$ cat config.mk
export PLATFORM = sky130hd
export DESIGN_NAME = branch_resolve_unit
export DESIGN_NICKNAME = d
export VERILOG_FILES = /design/src/rtl/branch_resolve_unit.sv
export SDC_FILE = /design/constraint.sdc
export NUM_CORES = 1
export LEC_CHECK = 0
export ABC_AREA = 0
export ABC_CLOCK_PERIOD_IN_PS = 4000
export CAP_MARGIN = 20
export CORE_UTILIZATION = 50
export DETAILED_ROUTE_END_ITERATION = 8
export GPL_ROUTABILITY_DRIVEN = 0
export HOLD_SLACK_MARGIN = 0.05
export PLACE_DENSITY = 0.93
export SYNTH_ARGS = -nofsm -noshare
export SYNTH_HDL_FRONTEND = slang
export SYNTH_SLANG_ARGS = --single-unit
$ cat constraint.sdc
create_clock -name clk -period 4 [get_ports clk]
set_input_delay 0.8 -clock clk [delete_from_list [all_inputs] [get_ports clk]]
set_output_delay 0.8 -clock clk [all_outputs]
set_load 0.05 [all_outputs]
$ cat src/rtl/branch_resolve_unit.sv
// ID-stage branch resolution: inserts stall cycles for in-flight operands, then issues pc_src/flush.
// Optional event counters are compiled in when BRANCH_STATS_EN is defined.
module branch_resolve_unit #(
   parameter int ADDR_W = 32,
   parameter int REG_W  = 5
) (
   input  logic              clk,
   input  logic              rst,
   input  logic              id_valid,
   input  logic              id_is_beq,
   input  logic              id_is_bne,
   input  logic [ADDR_W-1:0] id_pc_plus4,
   input  logic [15:0]       id_imm,
   input  logic [REG_W-1:0]  id_rs,
   input  logic [REG_W-1:0]  id_rt,
   input  logic              nor_result,
   input  logic              ex_reg_write,
   input  logic              ex_mem_read,
   input  logic [REG_W-1:0]  ex_rd,
   input  logic              mem_mem_read,
   input  logic [REG_W-1:0]  mem_rd,
   output logic              stall,
   output logic              pc_src,
   output logic              flush_if_id,
   output logic [ADDR_W-1:0] branch_target
`ifdef BRANCH_STATS_EN
   ,
   output logic [31:0]       stat_branches,
   output logic [31:0]       stat_taken,
   output logic [31:0]       stat_stall_cycles
`endif
);

   typedef enum logic {S_IDLE, S_STALL} state_t;

   state_t            r_state;
   state_t            w_state_nxt;
   logic [1:0]        r_cnt;
   logic [1:0]        w_cnt_nxt;
   logic              r_lat_beq;
   logic [ADDR_W-1:0] r_lat_target;

   logic              w_is_br;
   logic              w_dep_ex;
   logic              w_dep_ml;
   logic [1:0]        w_need;
   logic              w_latch;
   logic              w_resolve;
   logic              w_taken;
   logic              w_stall;
   logic [ADDR_W-1:0] w_target;
   logic signed [ADDR_W-1:0] w_offset;
   logic [ADDR_W-1:0] w_target_live;

   // Word offset: sign-extend the 16-bit immediate and scale by 4.
   function automatic logic signed [ADDR_W-1:0] f_br_offset(input logic [15:0] imm);
      logic signed [ADDR_W-1:0] ext;
      ext = {{(ADDR_W-16){imm[15]}}, imm};
      return ext <<< 2;
   endfunction

   function automatic logic f_match(input logic [REG_W-1:0] rd,
                                    input logic [REG_W-1:0] rs,
                                    input logic [REG_W-1:0] rt);
      return (rd == rs) || (rd == rt);
   endfunction

   assign w_offset      = f_br_offset(id_imm);
   assign w_target_live = id_pc_plus4 + $unsigned(w_offset);

   assign w_is_br  = id_valid & (id_is_beq | id_is_bne);
   assign w_dep_ex = ex_reg_write & (ex_rd != '0) & f_match(ex_rd, id_rs, id_rt);
   assign w_dep_ml = mem_mem_read & (mem_rd != '0) & f_match(mem_rd, id_rs, id_rt);

   always_comb begin
      w_need = 2'd0;
      if (w_dep_ex && ex_mem_read) begin
         w_need = 2'd2;
      end else if (w_dep_ex || w_dep_ml) begin
         w_need = 2'd1;
      end
   end

   always_ff @(posedge clk) begin
      if (rst) begin
         r_state <= S_IDLE;
         r_cnt   <= 2'd0;
      end else begin
         r_state <= w_state_nxt;
         r_cnt   <= w_cnt_nxt;
      end
   end

   // Opcode and target are captured at detection so later ID changes cannot disturb the stalled branch.
   always_ff @(posedge clk) begin
      if (rst) begin
         r_lat_beq    <= 1'b0;
         r_lat_target <= '0;
      end else if (w_latch) begin
         r_lat_beq    <= id_is_beq;
         r_lat_target <= w_target_live;
      end
   end

   always_comb begin
      w_state_nxt = r_state;
      w_cnt_nxt   = r_cnt;
      w_latch     = 1'b0;
      w_resolve   = 1'b0;
      w_taken     = 1'b0;
      w_stall     = 1'b0;
      w_target    = w_target_live;
      case (r_state)
         S_IDLE: begin
            if (w_is_br) begin
               if (w_need == 2'd0) begin
                  w_resolve = 1'b1;
                  w_taken   = id_is_beq ? nor_result : ~nor_result;
               end else begin
                  w_stall     = 1'b1;
                  w_latch     = 1'b1;
                  w_cnt_nxt   = w_need - 2'd1;
                  w_state_nxt = S_STALL;
               end
            end
         end
         S_STALL: begin
            w_target = r_lat_target;
            if (r_cnt != 2'd0) begin
               w_stall   = 1'b1;
               w_cnt_nxt = r_cnt - 2'd1;
            end else begin
               w_resolve   = 1'b1;
               w_taken     = r_lat_beq ? nor_result : ~nor_result;
               w_state_nxt = S_IDLE;
            end
         end
         default: begin
            w_state_nxt = S_IDLE;
            w_cnt_nxt   = 2'd0;
         end
      endcase
   end

   // Every output reads as zero while reset is held.
   assign stall         = rst ? 1'b0 : w_stall;
   assign pc_src        = rst ? 1'b0 : w_taken;
   assign flush_if_id   = rst ? 1'b0 : w_taken;
   assign branch_target = rst ? '0   : w_target;

`ifdef BRANCH_STATS_EN
   logic [31:0] r_stat_branches;
   logic [31:0] r_stat_taken;
   logic [31:0] r_stat_stall;

   always_ff @(posedge clk) begin
      if (rst) begin
         r_stat_branches <= 32'd0;
         r_stat_taken    <= 32'd0;
         r_stat_stall    <= 32'd0;
      end else begin
         if (w_resolve) r_stat_branches <= r_stat_branches + 32'd1;
         if (w_resolve && w_taken) r_stat_taken <= r_stat_taken + 32'd1;
         if (w_stall) r_stat_stall <= r_stat_stall + 32'd1;
      end
   end

   assign stat_branches     = r_stat_branches;
   assign stat_taken        = r_stat_taken;
   assign stat_stall_cycles = r_stat_stall;
`endif

endmodule
==> metrics.log, run 1 <==
[metrics] top-count cell post-synth: sky130_fd_sc_hd__nand2_1
[metrics] Mapped Area: 0.00407 mm²
[metrics] Clock Tree Root: sky130_fd_sc_hd__clkbuf_8
[metrics] wire length of the first global-routing pass: 42400 µm
[metrics] largest family of logic cells by synthesized area: compound AO/OA/AOI/OAI gates
[metrics] adder-cell share of the synthesized area: 0.0942
[metrics] share of synthesized cell area in and, or, nand and nor gates: 0.245
[metrics] global-route usage over all layers: 0.664
[metrics] Core Rows: 32
[metrics] Commonest cells post-synth: sky130_fd_sc_hd__nand2_1 (58), sky130_fd_sc_hd__a21oi_1 (54), sky130_fd_sc_hd__nor2_1 (52), sky130_fd_sc_hd__dfxtp_1 (36), sky130_fd_sc_hd__o21ai_0 (35)
[metrics] cell count after placement: about 850
[metrics] multiplexer share of the synthesized area: 0.0468
[metrics] detailed placer's ending HPWL: approximately 13000 µm
[metrics] cell taking the most area after synthesis: sky130_fd_sc_hd__dfxtp_1
[metrics] First Err: [ERROR GRT-0116] Global routing finished with congestion. Check the congestion regions in the DRC Viewer.
[metrics] last stage the flow got to: global routing
[metrics] synthesized area per cell: about 7.2 µm²
[metrics] number of global-route vias before repair: roughly 7500
[metrics] hold buffers post-CTS: 0
[metrics] count of flip-flops with a built-in enable after synthesis: 0
[metrics] syn nets: 670
[metrics] number of I/O pins: about 110
[metrics] worst-case clock buffer depth: 2
[metrics] Primary FF master, synth: sky130_fd_sc_hd__dfxtp_1
[metrics] initial standard-cell utilization of the core: 0.521
[metrics] Async SR Flop Fraction: 0
[metrics] I/O Buffers: 111
[metrics] run status: did not finish
[metrics] # clock sinks: 36
[metrics] area share of the largest cell type after synthesis: 0.177
[metrics] pin count of the biggest net entering global routing: 67
[metrics] H-Tree Depth: 2
[metrics] number of distinct library cells after synthesis: between 60 and 70
[metrics] sequential element share of the synthesized area: 0.177
[metrics] Die Width: just over 90 µm
[metrics] instance count of the mapped netlist: around 560
[metrics] global route total overflow: 24
[metrics] total clock buffers created by CTS: 5
[metrics] share of the synthesized area in compound gates (AO/OA/AOI/OAI): 0.320
[metrics] register bit total from synthesis: 36
[metrics] vertical die dimension: roughly 92 µm
[metrics] XOR/XNOR Fraction of Synth Area: 0.0689
[metrics] Synth warnings: 0
[metrics] top area cells in the synthesized netlist: sky130_fd_sc_hd__dfxtp_1 (18%), sky130_fd_sc_hd__ha_1 (8.9%), sky130_fd_sc_hd__a21oi_1 (6.6%), sky130_fd_sc_hd__xor2_1 (5.4%), sky130_fd_sc_hd__nand2_1 (5.4%)
==> repair_timing <==
action	CTS
cloned	1
gates resized for setup	127
setup endpoints to repair	23
setup buffers	10
pin swaps	45
==> through the flow <==
stage	setup slack [ns]	instance area, µm²	hold WS [ns]
floorplan	-0.147	4120	0.437
global placement	-0.416	6370	0.443
detailed placement	-0.486	6370	0.458
CTS	0.00781	7080	0.477
==> metal layers <==
layer | GRT usage | overflow
met5 | 0.128 | 0
met4 | 0.674 | 9
met3 | 0.463 | 1
met2 | 0.912 | 14
met1 | 0.623 | 0
==> cells by family after synthesis <==
group                      after synthesis
AOI/OAI and AO/OA                      192
xor gates and xnor gates                32
adders and majority gates               30
buffers and inverters                   49
DFF                                     36
muxes                                   19
and+or+nand+nor                        205
==> run 2, diff against run 1 <==
--- a/config.mk
+++ b/config.mk
@@ -8,11 +8,10 @@
 export ABC_AREA = 0
 export ABC_CLOCK_PERIOD_IN_PS = 4000
 export CAP_MARGIN = 20
-export CORE_UTILIZATION = 50
+export CORE_UTILIZATION = 40
 export DETAILED_ROUTE_END_ITERATION = 8
 export GPL_ROUTABILITY_DRIVEN = 0
-export HOLD_SLACK_MARGIN = 0.05
-export PLACE_DENSITY = 0.93
+export PLACE_DENSITY_LB_ADDON = 0.15
 export SYNTH_ARGS = -nofsm -noshare
 export SYNTH_HDL_FRONTEND = slang
 export SYNTH_SLANG_ARGS = --single-unit
==> run 2 against run 1 <==
- the flow now finishes without violations
- area after synthesis unchanged
- synthesized cell count unchanged
==> metrics.log, run 2 <==
[metrics] via/cell ratio: 5.81
[metrics] # clock sinks: 36 (unchanged)
[metrics] Area growth syn-to-layout: 83.4%
[metrics] smallest setup slack after layout: 0.0224 ns
[metrics] Worst path slowest cell: sky130_fd_sc_hd__clkdlybuf4s50_1
[metrics] most common cell after layout, fill and taps aside: sky130_fd_sc_hd__buf_4
[metrics] highest cell delay on the worst timing path: between 0.4 and 0.5 ns
[metrics] most frequent cells in the layout: sky130_fd_sc_hd__buf_4 (149), sky130_fd_sc_hd__nand2_1 (56), sky130_fd_sc_hd__nor2_1 (52), sky130_fd_sc_hd__clkdlybuf4s50_1 (45), sky130_fd_sc_hd__dfxtp_1 (36)
[metrics] fin crit share: 0.994
[metrics] adder-cell share of the synthesized area: 0.0942 (unchanged)
[metrics] register bit total from synthesis: 36 (unchanged)
[metrics] required time of the critical path: 3.20 ns
[metrics] share of synthesized cell area in and, or, nand and nor gates: 0.245 (unchanged)
[metrics] WHS Path Cells: 2
[metrics] area of the core: slightly below 0.01 mm²
[metrics] Async SR Flop Fraction: 0 (unchanged)
[metrics] initial standard-cell utilization of the core: 0.414 (was 0.521)
[metrics] H-Tree Depth: 2 (unchanged)
[metrics] synthesized area per cell: 7.22 µm² (unchanged)
[metrics] cell taking the most area after synthesis: sky130_fd_sc_hd__dfxtp_1 (unchanged)
[metrics] I/O Buffers: 111 (unchanged)
[metrics] fin nets: about 900
[metrics] highest achievable clock rate: around 250 MHz
[metrics] total clock buffers created by CTS: 5 (unchanged)
[metrics] Worst Hold Launch: r_lat_target[15]$_SDFFE_PP0P_
[metrics] layout cell share with drive strength beyond 1: 0.380
[metrics] internal reg-to-reg setup slack: 1.71 ns
[metrics] switching share of power: 0.409
[metrics] Die Width: 103 µm (was 92.2 µm)
[metrics] Skew-Pair Late Insertion Delay: between 0.2 and 0.3 ns
[metrics] vertical die dimension: 103 µm (was 92.2 µm)
[metrics] Pwr per Cell Area: approximately 250 mW/mm²
[metrics] detailed placer's ending HPWL: 11400 µm (was 12800 µm)
[metrics] run status: completed (was did not finish)
[metrics] worst max-slew margin expressed relative to the limit: 0.583
[metrics] number of inserted diodes: 0
[metrics] DIE AREA: about 0.011 mm²
[metrics] count of flip-flops with a built-in enable after synthesis: 0 (unchanged)
[metrics] average wire per cell in the routed design: approximately 17 µm
[metrics] Clock power frac: 0.148
[metrics] overall via count from detail_route: between 5000 and 6000
[metrics] hold buffers post-CTS: 0 (unchanged)
[metrics] shortest period the worst path allows: around 4.0 ns
[metrics] Commonest cells post-synth: sky130_fd_sc_hd__nand2_1 (58), sky130_fd_sc_hd__a21oi_1 (54), sky130_fd_sc_hd__nor2_1 (52), sky130_fd_sc_hd__dfxtp_1 (36), sky130_fd_sc_hd__o21ai_0 (35) (unchanged)
[metrics] DR DRC count: 0
[metrics] clock tree from TritonCTS: yes
[metrics] Largest register FFs: 32
[metrics] final total negative setup slack: 0 ns
[metrics] Core Rows: 36 (was 32)
[metrics] endpoint arrival time on the critical path: approximately 3.2 ns
[metrics] Internal Power: roughly 1.1 mW
[metrics] reg2reg path depth: 6
[metrics] switching power: 0.776 mW
[metrics] share of the synthesized area in compound gates (AO/OA/AOI/OAI): 0.320 (unchanged)
[metrics] leakage power: between 2 and 3 nW
[metrics] Top Registers: r_lat_target x32, r_cnt x2
[metrics] final count of pins violating max slew: 0
[metrics] number of I/O pins: 112 (unchanged)
[metrics] count of max-cap constraint violations: 0
[metrics] largest fanout of any net on the critical path: 5
[metrics] Clock Tree Root: sky130_fd_sc_hd__clkbuf_8 (unchanged)
[metrics] Starting DRT DRC Count: between 200 and 250
[metrics] wire length of the first global-routing pass: around 24000 µm
[metrics] Synth warnings: 0 (unchanged)
[metrics] type of the setup path with the least slack: in2out
[metrics] Worst Hold Class: reg2reg
[metrics] setup slack after placement: -0.528 ns (was -0.486 ns)
[metrics] number of antenna violations at the first check in global routing: 0
[metrics] Worst setup SP type: input port
[metrics] Hold Vio Cnt, Final: 0
[metrics] setup repair after global routing missed its margin: true
[metrics] total wire length after detailed routing: between 15000 and 20000 µm
[metrics] TritonRoute pass-1 iters: 6
[metrics] instance count of the mapped netlist: 563 (unchanged)
[metrics] number of global-route vias before repair: approximately 5200
[metrics] sequential element share of the synthesized area: 0.177 (unchanged)
[metrics] Peak supply drop: between 0.2 and 0.25 mV
[metrics] worst-case clock buffer depth: 2 (unchanged)
[metrics] pin count of the biggest net entering global routing: 67
[metrics] Mapped Area: 0.00407 mm² (unchanged)
[metrics] final cell utilization of the core: 0.759
[metrics] post-route clock skew: just over 0.009 ns
[metrics] slew at the pin closest to its max-slew limit: 0.625 ns
[metrics] global-route usage over all layers: 0.283
[metrics] multiplexer share of the synthesized area: 0.0468 (unchanged)
[metrics] largest family of logic cells by synthesized area: compound AO/OA/AOI/OAI gates (unchanged)
[metrics] terminus of the critical flop-to-flop path: r_lat_target[5]$_SDFFE_PP0P_
[metrics] area share of the largest cell type after synthesis: 0.177 (unchanged)
[metrics] Primary FF master, synth: sky130_fd_sc_hd__dfxtp_1 (unchanged)
[metrics] count of final setup violators: 0
[metrics] power share of the combinational group: 0.656
[metrics] Reg with most FFs: r_lat_target
[metrics] Post-DRT Antenna Nets: 0
[metrics] top area cells in the synthesized netlist: sky130_fd_sc_hd__dfxtp_1 (18%), sky130_fd_sc_hd__ha_1 (8.9%), sky130_fd_sc_hd__a21oi_1 (6.6%), sky130_fd_sc_hd__xor2_1 (5.4%), sky130_fd_sc_hd__nand2_1 (5.4%) (unchanged)
[metrics] syn nets: 670 (unchanged)
[metrics] Crit Reg-Reg Startpoint: r_state$_DFF_P_
[metrics] endpoint class of the critical path: primary output
[metrics] global route total overflow: 0
[metrics] clock-pin transition on the worst setup and hold timing paths: around 0.080 ns
[metrics] number of distinct library cells after synthesis: 61 (unchanged)
[metrics] worst-case hold path end point: r_lat_target[15]$_SDFFE_PP0P_
[metrics] sequential fraction of design power: 0.196
[metrics] XOR/XNOR Fraction of Synth Area: 0.0689 (unchanged)
[metrics] Critical Path, Cell by Cell: clkdlybuf4s50_1, ha_4, o21ai_1, a22oi_2, buf_4, a21o_1, inv_1, or3_4, a311oi_4, buf_12
[metrics] top-count cell post-synth: sky130_fd_sc_hd__nand2_1 (unchanged)
## run 2: cell counts after synthesis
No cell type changed its count.
## run 2: worst max path at each step
stage,start,end,depth (start not counted)
after CTS,id_pc_plus4[16],branch_target[24],11
after global placement,id_pc_plus4[2],branch_target[22],10
after detailed placement,id_pc_plus4[2],branch_target[28],10
after floorplan,id_pc_plus4[2],branch_target[22],8
final,id_pc_plus4[19],branch_target[22],10
after global routing,id_pc_plus4[19],branch_target[22],10
## run 2: what timing repair did
action	in CTS	in global routing
gates cloned	1	0
endpoints found under the setup margin	21	16
setup buffers	8	12
gates resized for setup	97	84
pin swaps	31	52
## run 2: layer usage
| metal | wire (µm) | part of all wire | global-route usage |
|---|---|---|---|
| met5 | 0 | 0 | 0 |
| met4 | 491 | 0.031 | 0.0932 |
| met1 | 6380 | 0.40 | 0.330 |
| met3 | 737 | 0.047 | 0.0386 |
| met2 | 8170 | 0.52 | 0.530 |
## run 2: kinds of logic (layout without fill, tap and decap cells)
kind of cell,count (synthesis),in the layout
mux,19,19
fa+ha+maj,30,30
buf+inv,49,287
simple gates,205,205
xor+xnor,32,32
compound gates,192,192
flops,36,36
## run 2: layout make-up
type,count,area (µm²)
multi-input combinational,478,3870
timing repair buffer,265,2550
fill,731,2360
sequential,36,721
tap,133,166
clock buffer,7,86.3
inverter,14,52.6
clock inverter,1,7.51
## run 2: power by group through the flow
stage / Sequential, mW / Combinational (mW) / Clock, mW
after floorplan: 0.379 / 0.538 / 0
after global placement: 0.379 / 1.06 / 0
after detailed placement: 0.380 / 1.08 / 0
after CTS: 0.371 / 1.15 / 0.284
after global routing: 0.372 / 1.31 / 0.303
final: 0.372 / 1.24 / 0.281
## run 2: per-stage QoR
step / hold WS (ns) / power (mW) / instances / cell area [µm²]
final: 0.466 / 1.90 / 934 / 7450
after global placement: 0.444 / 1.44 / 906 / 6570
after global routing: 0.493 / 1.99 / 934 / 7450
after floorplan: 0.437 / 0.917 / 563 / 4120
after detailed placement: 0.455 / 1.46 / 906 / 6570
after CTS: 0.466 / 1.81 / 923 / 7080
## run 2: critical path: cells and delay by family
kind | cells | cell delay (ns)
buffers and inverters | 4 | 0.86
AO/OA/AOI/OAI | 4 | 0.84
AND/OR/NAND/NOR | 1 | 0.35
adder cells (fa/ha/maj) | 1 | 0.32
No activity file was read; power rests on OpenSTA's default activity.
==> run 3, diff against run 2 <==
--- a/config.mk
+++ b/config.mk
@@ -8,9 +8,10 @@
 export ABC_AREA = 0
 export ABC_CLOCK_PERIOD_IN_PS = 4000
 export CAP_MARGIN = 20
+export CORE_MARGIN = 2
 export CORE_UTILIZATION = 40
 export DETAILED_ROUTE_END_ITERATION = 8
-export GPL_ROUTABILITY_DRIVEN = 0
+export HOLD_SLACK_MARGIN = 0.06
 export PLACE_DENSITY_LB_ADDON = 0.15
 export SYNTH_ARGS = -nofsm -noshare
 export SYNTH_HDL_FRONTEND = slang
==> run 3 against run 2 <==
- global-route usage shrank 0.50 points
- combinational power is essentially flat
- highest routed layer unchanged
- via count shrank 0.90%
- die area grew 3.9%
- sequential power is essentially flat
- setup slack gained 0.011 ns
- largest cell class unchanged
- clock skew shrank 0.0026 ns
- utilization shrank 0.55 points
- largest power group unchanged
- maximum frequency grew 0.28%
- sequential share of layout area grew 0.070 points
- critical endpoint is now branch_target[29]
- flip-flop and latch count is the same
==> metrics.log, run 3 (synthesis results as in run 2) <==
[metrics] clock tree from TritonCTS: yes (unchanged)
[metrics] cell count after placement: 897 (was 906)
[metrics] endpoint arrival time on the critical path: 3.17 ns (was 3.18 ns)
[metrics] fin crit share: 0.992 (was 0.994)
[metrics] Hold Vio Cnt, Final: 0 (unchanged)
[metrics] final total negative setup slack: 0 ns (unchanged)
[metrics] reg2reg path depth: 6 (unchanged)
[metrics] worst-case clock buffer depth: 2 (unchanged)
[metrics] highest achievable clock rate: 252 MHz (was 251 MHz)
[metrics] area of the core: 0.00982 mm² (unchanged)
[metrics] final cell utilization of the core: 0.754 (was 0.759)
[metrics] Worst path slowest cell: sky130_fd_sc_hd__o32ai_4 (was sky130_fd_sc_hd__clkdlybuf4s50_1)
[metrics] Peak supply drop: 0.185 mV (was 0.223 mV)
[metrics] overall via count from detail_route: 5373 (was 5422)
[metrics] Worst setup SP type: input port (unchanged)
[metrics] vertical die dimension: 105 µm (was 103 µm)
[metrics] worst max-slew margin expressed relative to the limit: 0.501 (was 0.583)
[metrics] global route total overflow: 0 (unchanged)
[metrics] terminus of the critical flop-to-flop path: r_lat_target[17]$_SDFFE_PP0P_ (was r_lat_target[5]$_SDFFE_PP0P_)
[metrics] Largest register FFs: 32 (unchanged)
[metrics] # clock sinks: 36 (unchanged)
[metrics] global placement routability congestion: 0.908
[metrics] leakage power: 3.03 nW (was 2.99 nW)
[metrics] pin count of the biggest net entering global routing: 38 (was 67)
[metrics] WHS Path Cells: 2 (unchanged)
[metrics] endpoint class of the critical path: primary output (unchanged)
[metrics] fin nets: 904 (was 907)
[metrics] run status: completed (unchanged)
[metrics] number of antenna violations at the first check in global routing: 0 (unchanged)
[metrics] Critical Path, Cell by Cell: clkdlybuf4s15_1, ha_4, a21o_1, nor2b_2, a211oi_2, buf_4, a2111oi_4, buf_4, buf_4, o21a_1, o32ai_4, buf_12 (was clkdlybuf4s50_1, ha_4, o21ai_1, a22oi_2, buf_4, a21o_1, inv_1, or3_4, a311oi_4, buf_12)
[metrics] Clock Tree Root: sky130_fd_sc_hd__clkbuf_8 (unchanged)
[metrics] highest cell delay on the worst timing path: 0.33 ns (was 0.44 ns)
[metrics] largest fanout of any net on the critical path: 4 (was 5)
[metrics] number of global-route vias before repair: 5304 (was 5244)
[metrics] DR DRC count: 0 (unchanged)
[metrics] type of the setup path with the least slack: in2out (unchanged)
[metrics] count of max-cap constraint violations: 0 (unchanged)
[metrics] clock-pin transition on the worst setup and hold timing paths: 0.07 ns (was 0.08 ns)
[metrics] Worst Hold Class: reg2reg (unchanged)
[metrics] Pwr per Cell Area: 254 mW/mm² (about the same)
[metrics] final hold slack: 0.459 ns (was 0.466 ns)
[metrics] required time of the critical path: 3.20 ns (about the same)
[metrics] DIE AREA: 0.0110 mm² (was 0.0106 mm²)
[metrics] detailed placer's ending HPWL: 12000 µm (was 11400 µm)
[metrics] total clock buffers created by CTS: 5 (unchanged)
[metrics] final instance area: 0.00740 mm² (was 0.00745 mm²)
[metrics] total wire length after detailed routing: 16100 µm (was 15800 µm)
[metrics] via/cell ratio: 5.77 (was 5.81)
[metrics] Tot Pwr: 1.88 mW (was 1.90 mW)
[metrics] average wire per cell in the routed design: 17.3 µm (was 16.9 µm)
[metrics] initial standard-cell utilization of the core: 0.414 (unchanged)
[metrics] worst-case hold path end point: r_lat_target[26]$_SDFFE_PP0P_ (was r_lat_target[15]$_SDFFE_PP0P_)
[metrics] most common cell after layout, fill and taps aside: sky130_fd_sc_hd__buf_4 (unchanged)
[metrics] Worst Hold Launch: r_lat_target[26]$_SDFFE_PP0P_ (was r_lat_target[15]$_SDFFE_PP0P_)
[metrics] number of I/O pins: 112 (unchanged)
[metrics] wire length of the first global-routing pass: 25500 µm (was 23900 µm)
[metrics] cell area reported after detailed placement: 0.00649 mm² (was 0.00657 mm²)
[metrics] Core Rows: 36 (unchanged)
[metrics] Post-Layout Cell Count: 931 (was 934)
[metrics] slew at the pin closest to its max-slew limit: 0.748 ns (was 0.625 ns)
[metrics] Reg with most FFs: r_lat_target (unchanged)
[metrics] cell family with the largest share of critical-path delay: compound AO/OA/AOI/OAI gates (was buffers and inverters)
[metrics] number of inserted diodes: 0 (unchanged)
[metrics] global-route usage over all layers: 0.278 (was 0.283)
[metrics] hold buffers post-CTS: 0 (unchanged)
[metrics] most frequent CP cell: sky130_fd_sc_hd__buf_4
[metrics] post-route clock skew: 0.00670 ns (was 0.00926 ns)
[metrics] Post-DRT Antenna Nets: 0 (unchanged)
[metrics] layout cell share with drive strength beyond 1: 0.368 (was 0.380)
[metrics] H-Tree Depth: 2 (unchanged)
[metrics] internal reg-to-reg setup slack: 1.75 ns (was 1.71 ns)
[metrics] I/O Buffers: 111 (unchanged)
[metrics] Skew-Pair Late Insertion Delay: 0.30 ns (was 0.29 ns)
[metrics] Die Width: 105 µm (was 103 µm)
[metrics] Buf/Inv on CP: 5 (was 4)
[metrics] Top Registers: r_lat_target x32, r_cnt x2 (unchanged)
[metrics] Starting DRT DRC Count: 276 (was 249)
[metrics] shortest period the worst path allows: 3.97 ns (was 3.98 ns)
[metrics] most frequent cells in the layout: sky130_fd_sc_hd__buf_4 (149), sky130_fd_sc_hd__nand2_1 (57), sky130_fd_sc_hd__nor2_1 (50), sky130_fd_sc_hd__a21oi_1 (41), sky130_fd_sc_hd__clkdlybuf4s50_1 (41) (was sky130_fd_sc_hd__buf_4 (149), sky130_fd_sc_hd__nand2_1 (56), sky130_fd_sc_hd__nor2_1 (52), sky130_fd_sc_hd__clkdlybuf4s50_1 (45), sky130_fd_sc_hd__dfxtp_1 (36))
[metrics] final count of pins violating max slew: 0 (unchanged)
[metrics] Area growth syn-to-layout: 82.1% (was 83.4%)
[metrics] count of final setup violators: 0 (unchanged)
[metrics] Crit Reg-Reg Startpoint: r_state$_DFF_P_ (unchanged)
[metrics] setup slack after placement: -0.545 ns (was -0.528 ns)
[metrics] smallest setup slack after layout: 0.0337 ns (was 0.0224 ns)
[metrics] TritonRoute pass-1 iters: 4 (was 6)
==> run 3: how the worst max path moves through the flow <==
stage,endpoint,startpoint,cells after the start
floorplan,branch_target[22],id_pc_plus4[2],8
global placement,branch_target[29],id_imm[15],13
detailed placement,branch_target[29],id_pc_plus4[3],12
CTS,branch_target[24],id_imm[12],12
global route,branch_target[26],id_pc_plus4[22],13
finish,branch_target[29],id_pc_plus4[8],12
==> run 3: area by class of cell <==
cell class	instances	area (µm²)
Clock buffer	7	86.3
Clock inverter	1	7.51
Fill cell	762	2420
Inverter	14	52.6
Multi-Input combinational cell	478	3830
Sequential cell	36	721
Tap cell	133	166
Timing Repair Buffer	262	2530
==> run 3: routing by layer <==
layer,GRT usage,part of all wire,up-vias
met5,0,0,-
met4,0.0943,0.029,0
met3,0.0412,0.049,35
met2,0.504,0.51,199
met1,0.333,0.41,2553
li1,-,-,2586
==> run 3: repair_timing <==
item                       CTS  global route
resized for setup           94            81
setup endpoints to repair   19            19
pin swaps                   40            58
setup buffers               11            17
gates cloned                 1             0
==> run 3: report_power, final <==
| part | switching, mW | leakage (nW) | total, mW | internal (mW) |
|---|---|---|---|---|
| sequential | 0.00469 | 0.290 | 0.372 | 0.367 |
| clock | 0.139 | 0.0445 | 0.279 | 0.140 |
| combinational | 0.625 | 2.69 | 1.23 | 0.601 |
==> run 3: worst reg2reg max path, cell delays in order (launching register included) <==
cell                      delay [ns]
sky130_fd_sc_hd__dfxtp_1        0.32
sky130_fd_sc_hd__buf_4          0.25
sky130_fd_sc_hd__or3_1          0.47
sky130_fd_sc_hd__o22ai_4        0.38
sky130_fd_sc_hd__buf_4          0.29
sky130_fd_sc_hd__nand2_1        0.16
sky130_fd_sc_hd__o32ai_1        0.29
==> run 4, diff against run 3 <==
--- a/config.mk
+++ b/config.mk
@@ -6,7 +6,7 @@
 export NUM_CORES = 1
 export LEC_CHECK = 0
 export ABC_AREA = 0
-export ABC_CLOCK_PERIOD_IN_PS = 4000
+export ABC_CLOCK_PERIOD_IN_PS = 4670
 export CAP_MARGIN = 20
 export CORE_MARGIN = 2
 export CORE_UTILIZATION = 40
==> constraint.sdc (replaced) <==
create_clock -name clk -period 4.67 [get_ports clk]
set_input_delay 0.934 -clock clk [delete_from_list [all_inputs] [get_ports clk]]
set_output_delay 0.934 -clock clk [all_outputs]
set_load 0.05 [all_outputs]
==> run 4 against run 3 <==
- sequential power is 15% lower
- critical path depth unchanged
- sequential share of layout area rose by 2.2 points
- cell area is 19% lower
- flip-flop and latch count stayed put
- total power decreased by 26%
- largest cell class unchanged
- utilization is 14 points lower
- register-to-register slack better by 0.51 ns
- cell count fell by 11%
- highest routed layer unchanged
- clock-buffer cell count fell by 2
- first-iteration DRC count shrank 22%
==> metrics.log, run 4 (synthesis results as in run 2) <==
[metrics] required time of the critical path: 3.74 ns (was 3.20 ns)
[metrics] layout cell share with drive strength beyond 1: 0.166 (was 0.368)
[metrics] average wire per cell in the routed design: 16.3 µm (was 17.3 µm)
[metrics] largest fanout of any net on the critical path: 15 (was 4)
[metrics] cell count after placement: 821 (was 897)
[metrics] total wire length after detailed routing: 13500 µm (was 16100 µm)
[metrics] Die Width: 105 µm (unchanged)
[metrics] type of the setup path with the least slack: in2out (unchanged)
[metrics] global route total overflow: 0 (unchanged)
[metrics] Core Rows: 36 (unchanged)
[metrics] Hold Vio Cnt, Final: 0 (unchanged)
[metrics] Post-Layout Cell Count: 831 (was 931)
[metrics] fin nets: 804 (was 904)
[metrics] total clock buffers created by CTS: 5 (unchanged)
[metrics] Post-DRT Antenna Nets: 0 (unchanged)
[metrics] clock tree from TritonCTS: yes (unchanged)
[metrics] most frequent cells in the layout: sky130_fd_sc_hd__clkdlybuf4s50_1 (79), sky130_fd_sc_hd__nand2_1 (58), sky130_fd_sc_hd__buf_4 (54), sky130_fd_sc_hd__a21oi_1 (52), sky130_fd_sc_hd__nor2_1 (52) (was sky130_fd_sc_hd__buf_4 (149), sky130_fd_sc_hd__nand2_1 (57), sky130_fd_sc_hd__nor2_1 (50), sky130_fd_sc_hd__a21oi_1 (41), sky130_fd_sc_hd__clkdlybuf4s50_1 (41))
[metrics] Reg with most FFs: r_lat_target (unchanged)
[metrics] TritonRoute pass-1 iters: 5 (was 4)
[metrics] I/O Buffers: 111 (unchanged)
[metrics] Tot Pwr: 1.39 mW (was 1.88 mW)
[metrics] number of global-route vias before repair: 4570 (was 5304)
[metrics] run status: completed (unchanged)
[metrics] Worst Hold Class: reg2reg (unchanged)
[metrics] setup repair after global routing missed its margin: true
[metrics] global placement routability congestion: 0.897 (was 0.908)
[metrics] overall via count from detail_route: 4788 (was 5373)
[metrics] Pwr per Cell Area: 230 mW/mm² (was 254 mW/mm²)
[metrics] post-route clock skew: 0.00744 ns (was 0.00670 ns)
[metrics] endpoint arrival time on the critical path: 3.70 ns (was 3.17 ns)
[metrics] # clock sinks: 36 (unchanged)
[metrics] Peak supply drop: 0.167 mV (was 0.185 mV)
[metrics] clock-pin transition on the worst setup and hold timing paths: 0.09 ns (was 0.07 ns)
[metrics] DR DRC count: 0 (unchanged)
[metrics] area of the core: 0.00982 mm² (unchanged)
[metrics] final count of pins violating max slew: 0 (unchanged)
[metrics] H-Tree Depth: 2 (unchanged)
[metrics] most common cell after layout, fill and taps aside: sky130_fd_sc_hd__clkdlybuf4s50_1 (was sky130_fd_sc_hd__buf_4)
[metrics] wire length of the first global-routing pass: 22100 µm (was 25500 µm)
[metrics] Worst setup SP type: input port (unchanged)
[metrics] worst-case clock buffer depth: 2 (unchanged)
[metrics] leakage power: 2.33 nW (was 3.03 nW)
[metrics] DIE AREA: 0.0110 mm² (unchanged)
[metrics] vertical die dimension: 105 µm (unchanged)
[metrics] detailed placer's ending HPWL: 10700 µm (was 12000 µm)
[metrics] initial standard-cell utilization of the core: 0.414 (unchanged)
[metrics] Starting DRT DRC Count: 215 (was 276)
[metrics] endpoint class of the critical path: primary output (unchanged)
[metrics] fin crit share: 0.991
[metrics] slew at the pin closest to its max-slew limit: 0.656 ns (was 0.748 ns)
[metrics] number of antenna violations at the first check in global routing: 0 (unchanged)
[metrics] highest achievable clock rate: approximately 220 MHz
[metrics] Area growth syn-to-layout: 48.3% (was 82.1%)
[metrics] shortest period the worst path allows: approximately 4.6 ns
[metrics] worst max-slew margin expressed relative to the limit: 0.563 (was 0.501)
[metrics] global-route usage over all layers: 0.241 (was 0.278)
[metrics] number of I/O pins: 112 (unchanged)
[metrics] Clock Tree Root: sky130_fd_sc_hd__clkbuf_8 (unchanged)
[metrics] internal reg-to-reg setup slack: 2.26 ns (was 1.75 ns)
[metrics] count of max-cap constraint violations: 0 (unchanged)
[metrics] Skew-Pair Late Insertion Delay: 0.29 ns (was 0.30 ns)
[metrics] via/cell ratio: 5.76 (was 5.77)
[metrics] Largest register FFs: 32 (unchanged)
[metrics] count of final setup violators: 0 (unchanged)
[metrics] Top Registers: r_lat_target x32, r_cnt x2 (unchanged)
[metrics] number of inserted diodes: 0 (unchanged)
[metrics] final cell utilization of the core: 0.614 (was 0.754)
[metrics] pin count of the biggest net entering global routing: 44 (was 38)
[run 4: changes by cell type in the layout (fill, tap and decap cells not counted), sizes merged]
cell	change
dlygate4sd2	-7
clkinv	+3
dlymetal6s2s	-12
clkdlybuf4s50	+38
clkinvlp	-1
buf	-103
clkdlybuf4s15	-5
clkbuf	-13
[run 4: worst max-delay path: stages]
cell and delay, ns:
sky130_fd_sc_hd__clkdlybuf4s50_1 0.45, sky130_fd_sc_hd__buf_12 0.17, sky130_fd_sc_hd__ha_1 0.33, sky130_fd_sc_hd__a21oi_1 0.20
sky130_fd_sc_hd__nor2_1 0.07, sky130_fd_sc_hd__a2111oi_1 0.33, sky130_fd_sc_hd__buf_4 0.18, sky130_fd_sc_hd__o211a_4 0.17
sky130_fd_sc_hd__buf_4 0.13, sky130_fd_sc_hd__o21ai_0 0.16, sky130_fd_sc_hd__a311oi_4 0.39, sky130_fd_sc_hd__buf_12 0.18
[run 4: through the flow]
| step | area, µm² | TNS, ns | worst slack [ns] | hold WS [ns] |
|---|---|---|---|---|
| after floorplan | 4080 | 0 | 0.0174 | 0.437 |
| after global placement | 5830 | -0.172 | -0.0649 | 0.441 |
| after detailed placement | 5830 | -0.267 | -0.102 | 0.451 |
| after CTS | 5960 | -0.0137 | -0.0137 | 0.464 |
| after global routing | 6030 | -0.210 | -0.128 | 0.483 |
| final | 6030 | 0 | 0.0408 | 0.462 |
[run 4: what timing repair did]
| action | 4_1_cts | 5_1_grt |
|---|---|---|
| setup endpoints to repair | 3 | 12 |
| gates cloned | 0 | 0 |
| pin swaps | 4 | 2 |
| hold buffers | 0 | 0 |
| gates resized for setup | 6 | 18 |
| buffers inserted | 1 | 1 |
[run 4: worst paths after layout]
kind	cells past startpoint	to	from
worst max-delay path	12	branch_target[22]	id_imm[15]
worst min-delay path	2	r_lat_target[9]$_SDFFE_PP0P_	r_lat_target[9]$_SDFFE_PP0P_
worst min register to register	2	r_lat_target[9]$_SDFFE_PP0P_	r_lat_target[9]$_SDFFE_PP0P_
worst max register to register	6	r_lat_target[7]$_SDFFE_PP0P_	r_state$_DFF_P_
[run 4: final cells by class]
type / instances / area (µm²)
Timing Repair Buffer: 162 / 1740
Fill cell: 924 / 3790
Tap cell: 133 / 166
Inverter: 14 / 52.6
Clock inverter: 3 / 18.8
Sequential cell: 36 / 721
Clock buffer: 5 / 68.8
Multi-Input combinational cell: 478 / 3260
[run 4: metal layers]
| layer | wire length (µm) | GRT usage | vias up |
|---|---|---|---|
| li1 | - | - | 2386 |
| met1 | 5880 | 0.305 | 2250 |
| met2 | 6800 | 0.427 | 134 |
| met3 | 610 | 0.0349 | 18 |
| met4 | 242 | 0.0610 | 0 |
| met5 | 0 | 0 | - |
[run 4: report_power, final]
part | internal (mW) | total [mW] | switching, mW
clock network | 0.104 | 0.233 | 0.129
registers | 0.314 | 0.318 | 0.00365
logic | 0.377 | 0.835 | 0.458
total | 0.795 | 1.39 | 0.590
